## src/rtl/init_pkg.sv

```systemverilog
// init_pkg: definitions shared by the init handshake receiver and the reply
// transmitter.
//   - ASCII byte constants used in the replies
//   - reply command codes (cmd_e)
//   - transmitter state encoding (tx_state_e)
//   - reply lengths in bytes
package init_pkg;

  localparam logic [7:0] ASC_E   = 8'd69;
  localparam logic [7:0] ASC_K   = 8'd75;
  localparam logic [7:0] ASC_N   = 8'd78;
  localparam logic [7:0] ASC_O   = 8'd79;
  localparam logic [7:0] ASC_R   = 8'd82;
  localparam logic [7:0] ASC_T   = 8'd84;
  localparam logic [7:0] ASC_U   = 8'd85;
  localparam logic [7:0] ASC_V   = 8'd118;  // lower-case 'v'
  localparam logic [7:0] ASC_TWO = 8'd50;   // '2'

  typedef enum logic [1:0] {
    CMD_BANNER = 2'd0,
    CMD_OK     = 2'd1,
    CMD_ERR    = 2'd2,
    CMD_RATE   = 2'd3
  } cmd_e;

  typedef enum logic [1:0] {
    ST_IDLE     = 2'd0,
    ST_LOAD     = 2'd1,
    ST_WAIT_ACK = 2'd2,
    ST_WAIT_REL = 2'd3
  } tx_state_e;

  localparam logic [2:0] LEN_BANNER = 3'd5;
  localparam logic [2:0] LEN_OK     = 3'd2;
  localparam logic [2:0] LEN_ERR    = 3'd3;
  localparam logic [2:0] LEN_RATE   = 3'd2;

endpackage

```

## src/rtl/init_reply_rom.sv

```systemverilog
// init_reply_rom: combinational reply table.
//   cmd_i       reply select (cmd_e encoding)
//   idx_i       byte index within the reply
//   samp_rate_i value echoed by CMD_RATE (high byte first)
//   byte_o      byte at idx_i; 8'h00 for an index past the reply end
//   len_o       reply length in bytes for cmd_i
module init_reply_rom
  import init_pkg::*;
(
  input  logic [1:0]  cmd_i,
  input  logic [2:0]  idx_i,
  input  logic [15:0] samp_rate_i,
  output logic [7:0]  byte_o,
  output logic [2:0]  len_o
);

  always_comb begin
    byte_o = 8'h00;
    len_o  = LEN_BANNER;
    case (cmd_i)
      CMD_BANNER: begin
        len_o = LEN_BANNER;
        case (idx_i)
          3'd0:    byte_o = ASC_U;
          3'd1:    byte_o = ASC_T;
          3'd2:    byte_o = ASC_N;
          3'd3:    byte_o = ASC_V;
          3'd4:    byte_o = ASC_TWO;
          default: byte_o = 8'h00;
        endcase
      end
      CMD_OK: begin
        len_o = LEN_OK;
        case (idx_i)
          3'd0:    byte_o = ASC_O;
          3'd1:    byte_o = ASC_K;
          default: byte_o = 8'h00;
        endcase
      end
      CMD_ERR: begin
        len_o = LEN_ERR;
        case (idx_i)
          3'd0:    byte_o = ASC_E;
          3'd1:    byte_o = ASC_R;
          3'd2:    byte_o = ASC_R;
          default: byte_o = 8'h00;
        endcase
      end
      default: begin
        len_o = LEN_RATE;
        case (idx_i)
          3'd0:    byte_o = samp_rate_i[15:8];
          3'd1:    byte_o = samp_rate_i[7:0];
          default: byte_o = 8'h00;
        endcase
      end
    endcase
  end

endmodule

```

## src/rtl/init_reply_tx.sv

```systemverilog
// init_reply_tx: serializes a reply string into the FTDI 245 transmit path.
//   clk, rst      clock, synchronous active-high reset
//   cmd_valid     request to send reply `cmd` (accepted only while cmd_ready)
//   cmd           0=banner "UTNv2", 1="OK", 2="ERR", 3=samp_rate echo
//   samp_rate     echoed by cmd 3, latched on acceptance
//   cmd_ready     high only in IDLE
//   tx_rq/dato_tx byte request and byte towards the FTDI interface
//   tx_st         FTDI busy/ack, registered once before use
//   busy          reply in progress
//   done          one-cycle pulse when the last byte has been released
//   timeout_err   one-cycle pulse when a reply is aborted on timeout
//
// Handshakes:
//   command side: a command transfers on a rising clk edge where
//     cmd_valid && cmd_ready; cmd_valid while !cmd_ready is dropped, not queued.
//   byte side (four-phase): tx_rq rises with dato_tx valid and both hold
//     until tx_st is seen high; tx_rq then falls and the next byte waits
//     until tx_st is seen low again.
module init_reply_tx
  import init_pkg::*;
#(
  parameter logic [15:0] TIMEOUT_CYC = 16'd50000,
  parameter int          TO_W        = 16
) (
  input  logic        clk,
  input  logic        rst,
  input  logic        cmd_valid,
  input  logic [1:0]  cmd,
  input  logic [15:0] samp_rate,
  output logic        cmd_ready,
  output logic        tx_rq,
  output logic [7:0]  dato_tx,
  input  logic        tx_st,
  output logic        busy,
  output logic        done,
  output logic        timeout_err
);

  localparam logic [TO_W-1:0] TO_LAST = TO_W'(TIMEOUT_CYC - 16'd1);

  tx_state_e       state_q;
  logic [1:0]      cmd_q;
  logic [15:0]     rate_q;
  logic [2:0]      idx_q;
  logic [TO_W-1:0] cnt_q;
  logic            tx_st_q;
  logic            cmd_ready_q, tx_rq_q, busy_q, done_q, to_err_q;
  logic [7:0]      dato_q;

  // One shared table lookup: in IDLE it addresses byte 0 of the incoming
  // command so the first byte is on the wire the cycle after acceptance;
  // otherwise it addresses the byte after the current one.
  logic [1:0]  rom_cmd;
  logic [2:0]  rom_idx;
  logic [15:0] rom_rate;
  logic [7:0]  rom_byte;
  logic [2:0]  rom_len;

  always_comb begin
    rom_cmd  = cmd_q;
    rom_idx  = idx_q + 3'd1;
    rom_rate = rate_q;
    if (state_q == ST_IDLE) begin
      rom_cmd  = cmd;
      rom_idx  = 3'd0;
      rom_rate = samp_rate;
    end
  end

  init_reply_rom u_rom (
    .cmd_i       (rom_cmd),
    .idx_i       (rom_idx),
    .samp_rate_i (rom_rate),
    .byte_o      (rom_byte),
    .len_o       (rom_len)
  );

  // LOAD is the first cycle tx_rq is visible; it is handled like WAIT_ACK so
  // a tx_st that is already high counts as the ack, and the timeout window
  // covers every cycle tx_rq is high for the byte.
  always_ff @(posedge clk) begin
    if (rst) begin
      state_q     <= ST_IDLE;
      cmd_q       <= 2'd0;
      rate_q      <= 16'h0000;
      idx_q       <= 3'd0;
      cnt_q       <= '0;
      tx_st_q     <= 1'b0;
      cmd_ready_q <= 1'b1;
      tx_rq_q     <= 1'b0;
      dato_q      <= 8'h00;
      busy_q      <= 1'b0;
      done_q      <= 1'b0;
      to_err_q    <= 1'b0;
    end else begin
      tx_st_q  <= tx_st;
      done_q   <= 1'b0;
      to_err_q <= 1'b0;
      case (state_q)
        ST_IDLE: begin
          if (cmd_valid) begin
            cmd_q       <= cmd;
            rate_q      <= samp_rate;
            idx_q       <= 3'd0;
            dato_q      <= rom_byte;
            tx_rq_q     <= 1'b1;
            cnt_q       <= '0;
            cmd_ready_q <= 1'b0;
            busy_q      <= 1'b1;
            state_q     <= ST_LOAD;
          end
        end
        ST_LOAD, ST_WAIT_ACK: begin
          if (tx_st_q) begin
            tx_rq_q <= 1'b0;
            cnt_q   <= '0;
            state_q <= ST_WAIT_REL;
          end else if (cnt_q == TO_LAST) begin
            tx_rq_q     <= 1'b0;
            to_err_q    <= 1'b1;
            busy_q      <= 1'b0;
            cmd_ready_q <= 1'b1;
            state_q     <= ST_IDLE;
          end else begin
            cnt_q   <= cnt_q + 1'b1;
            state_q <= ST_WAIT_ACK;
          end
        end
        ST_WAIT_REL: begin
          if (!tx_st_q) begin
            if (idx_q == rom_len - 3'd1) begin
              done_q      <= 1'b1;
              busy_q      <= 1'b0;
              cmd_ready_q <= 1'b1;
              state_q     <= ST_IDLE;
            end else begin
              idx_q   <= idx_q + 3'd1;
              dato_q  <= rom_byte;
              tx_rq_q <= 1'b1;
              cnt_q   <= '0;
              state_q <= ST_LOAD;
            end
          end else if (cnt_q == TO_LAST) begin
            to_err_q    <= 1'b1;
            busy_q      <= 1'b0;
            cmd_ready_q <= 1'b1;
            state_q     <= ST_IDLE;
          end else begin
            cnt_q <= cnt_q + 1'b1;
          end
        end
        default: state_q <= ST_IDLE;
      endcase
    end
  end

  assign cmd_ready   = cmd_ready_q;
  assign tx_rq       = tx_rq_q;
  assign dato_tx     = dato_q;
  assign busy        = busy_q;
  assign done        = done_q;
  assign timeout_err = to_err_q;

endmodule

```

## config.mk

```make
export PLATFORM = sky130hd
export DESIGN_NAME = init_reply_tx
export DESIGN_NICKNAME = d
export VERILOG_FILES = /design/src/rtl/init_pkg.sv /design/src/rtl/init_reply_rom.sv /design/src/rtl/init_reply_tx.sv
export SDC_FILE = /design/constraint.sdc
export NUM_CORES = 1
export LEC_CHECK = 0
export CORE_MARGIN = 2
export CORE_UTILIZATION = 42
export DETAILED_ROUTE_END_ITERATION = 7
export HOLD_SLACK_MARGIN = 0.08
export PLACE_DENSITY_LB_ADDON = 0.08
export REMOVE_ABC_BUFFERS = 1
export SYNTH_ARGS = -nofsm -noshare
export SYNTH_HDL_FRONTEND = slang
export SYNTH_SLANG_ARGS = --single-unit
```

## constraint.sdc

```tcl
create_clock -name clk -period 2.1 [get_ports clk]
set_input_delay 0.42 -clock clk [delete_from_list [all_inputs] [get_ports clk]]
set_output_delay 0.42 -clock clk [all_outputs]
set_load 0.05 [all_outputs]
```

==> flow_metrics.py <==
metrics = {
    "status": {
        "status": "finished clean",
    },
    "route": {
        "top_layer": "met4",
        "drt_iter0_markers": 124,
        "viasPerCell": 5.56,
        "drt_pass1_iterations": 4,
        "wl_mm": 8.18,
        "wl_met3_um": 199,
        "vias": 3025,
        "wl_met2_mm": 4.08,
        "post-route-drc-count": 0,
        "antenna_left": 0,
        "met1_length_mm": 3.81,
        "wl_per_cell_um": 15.0,
    },
    "clock_network": {
        "htree_levels": 2,
        "numCtsBuffers": 5,
        "clk_latency_ns": 0.31,
        "clk_pin_slew_ns": 0.10,
        "cts_tree": "built",
        "clockRootBuffer": "clkbuf_8",
        "clk_path_buf_depth": 2,
        "cts_hold_buf": 0,
        "cts_sinks": 53,
    },
    "finish": {
        "n_antenna_cell": 0,
        "drive_above_1_share_pct": 23.4,
        "final_cells": 544,
        "final_core_util_pct": 59.0,
        "area_growth_pct": 34.9,
        "nets": 474,
        "final_area_mm2": 0.00403,
    },
    "placement": {
        "dpl_cell_area_mm2": 0.00373,
        "placedCellCount": 533,
        "io_buffers": 34,
        "dp_hpwl_mm": 5.87,
        "globalplace.congestion": 0.854,
    },
    "logic_synthesis": {
        "yosys_register_bits": 53,
        "yosysTopAreaCellShare_pct": 35.5,
        "synth_common_cells": "nand2_1, dfxtp_1, a21oi_1, clkbuf_1, nor2_1",
        "synth_warnings": 0,
        "synth.area.top_cells": "dfxtp_1, a21oi_1, nand2_1",
        "netlist_area_mm2": 0.00299,
        "syn_avg_cell_area_um2": 7.99,
        "synth_cells": 374,
        "synthFlopType": "dfxtp_1",
        "synth_edf_count": 0,
        "ys_async_sr_fraction_pct": 0,
        "ys_seq_area_share_pct": 35.5,
        "ys_types": 61,
        "synth_most_common_cell": "nand2_1",
        "yosysTopAreaCell": "dfxtp_1",
    },
    "floorplanning": {
        "io_pins": 35,
        "fp.dieArea_mm2": 0.00780,
        "die_h_um": 88.3,
        "initial_core_util_pct": 43.7,
        "core-area_mm2": 0.00683,
        "die_w_um": 88.3,
        "fp-row-count": 30,
    },
    "setup_path": {
        "crit_type": "flip-flop to flip-flop",
        "arrival_ns": 2.30,
        "worst_setup_path_end_kind": "flip-flop",
        "regToRegSetupSlack_ns": 0.05,
        "critPathLaunchType": "flip-flop",
        "path_max_fanout": 7,
        "worst-endpoint-required_ns": 2.35,
    },
    "global_route": {
        "antenna_found_initial": 0,
        "grt_usage_pct": 21.4,
        "grt_overflow_total": 0,
        "grt_max_degree": 32,
        "grt_pass1_wl_mm": 13.3,
        "grt_pass1_vias": 2809,
    },
    "sta": {
        "fin_skew_ns": 0.00964,
        "worstMarginPinSlew_ns": 0.507,
        "drv_slew": 0,
        "max-slew-margin-rel_pct": 66.1,
        "hold_viol_final": 0,
        "rsz0062_at_grt": "true",
        "whs_ns": 0.459,
        "setup_viol": 0,
        "min_period_over_period_pct": 97.8,
        "max_freq_ghz": 0.487,
        "fin_crit_ns": 2.05,
    },
    "pwr": {
        "power_mw": 2.73,
        "p_per_area_mw_per_mm2": 677,
        "max-vdd-ir-drop_v": 0.000279,
        "p_leak_nw": 1.45,
    },
    "hold_path": {
        "hp-class": "flip-flop to flip-flop",
    },
    "flow_run": {
        "cap_violations": 0,
    },
}
[cells in the final DEF (no fill, tap or decap), drive strengths merged, types with 6 or more instances in the layout]
cell type	count
nand2	57
buf	55
dfxtp	53
a21oi	46
clkdlybuf4s50	33
o21ai	23
nor2	16
nand3	13
nor3	12
a31oi	9
inv	9
mux2i	9
nor2b	8
and3	7
nand2b	7
a211oi	7
clkbuf	6
mux2	6
[cell families (layout without fill, tap and decap cells)]
logic type | Yosys count | after routing | share of synthesized area (%)
flops | 53 | 53 | 35.5
compound gates | 124 | 124 | 27.8
xor+xnor | 1 | 1 | 0.293
buf+inv | 31 | 105 | 4.27
mux | 15 | 15 | 5.82
simple gates | 145 | 145 | 24.2
fa+ha+maj | 5 | 5 | 2.09
[registers in the layout, indices dropped and copies added (netlist names)]
register	count
idx_q	3
tx_st_q	1
timeout_err	1
state_q	2
rate_q	16
cmd_q	2
cmd_ready	1
cnt_q	16
done	1
tx_rq	1
dato_tx	8
busy	1
[metrics by stage]
step / setup WS [ns] / setup TNS [ns]
final: 0.0470 / 0
after global routing: -0.0366 / -0.247
after CTS: 0.0136 / 0
after detailed placement: -0.329 / -7.35
after floorplan: -0.603 / -11.92
after global placement: -0.259 / -6.24
[layer usage]
metal	global-route usage, %	up-vias
met1	28.1	1430
met2	37.3	53
met4	4.55	0
met3	3.08	8
met5	0	-
li1	-	1534
[area by class of cell]
| class | count | area (um2) |
|---|---|---|
| Clock buffer | 6 | 82.6 |
| Clock inverter | 2 | 13.8 |
| Fill cell | 655 | 2800 |
| Inverter | 9 | 33.8 |
| Multi-Input combinational cell | 290 | 1960 |
| Sequential cell | 53 | 1060 |
| Tap cell | 96 | 120 |
| Timing Repair Buffer | 88 | 763 |
[worst max-delay path, stage by stage (launching register included)]
cell and delay, ns:
dfxtp_2 0.33, inv_2 0.07, ha_4 0.19, mux2i_4 0.28, mux2i_4 0.34, o21ai_4 0.13
or4_4 0.53, a21oi_2 0.12
[power by group]
group | total (mW) | internal (mW) | switching, mW
clock | 0.621 | 0.268 | 0.353
combinational | 0.989 | 0.432 | 0.557
sequential | 1.12 | 1.08 | 0.0410
[what timing repair did]
item,4_1_cts,5_1_grt
pin swaps,2,13
setup endpoints to repair,30,28
buffers inserted,2,1
gates resized for setup,14,26
[worst paths after layout]
kind | end | cells after the start | from
setup / recovery | cnt_q[15] | 7 | state_q[0]
hold / removal | rate_q[2] | 2 | rate_q[2]
setup reg to reg | cnt_q[15] | 7 | state_q[0]
hold reg to reg | rate_q[2] | 2 | rate_q[2]
Power figures use the tool's default switching activity.
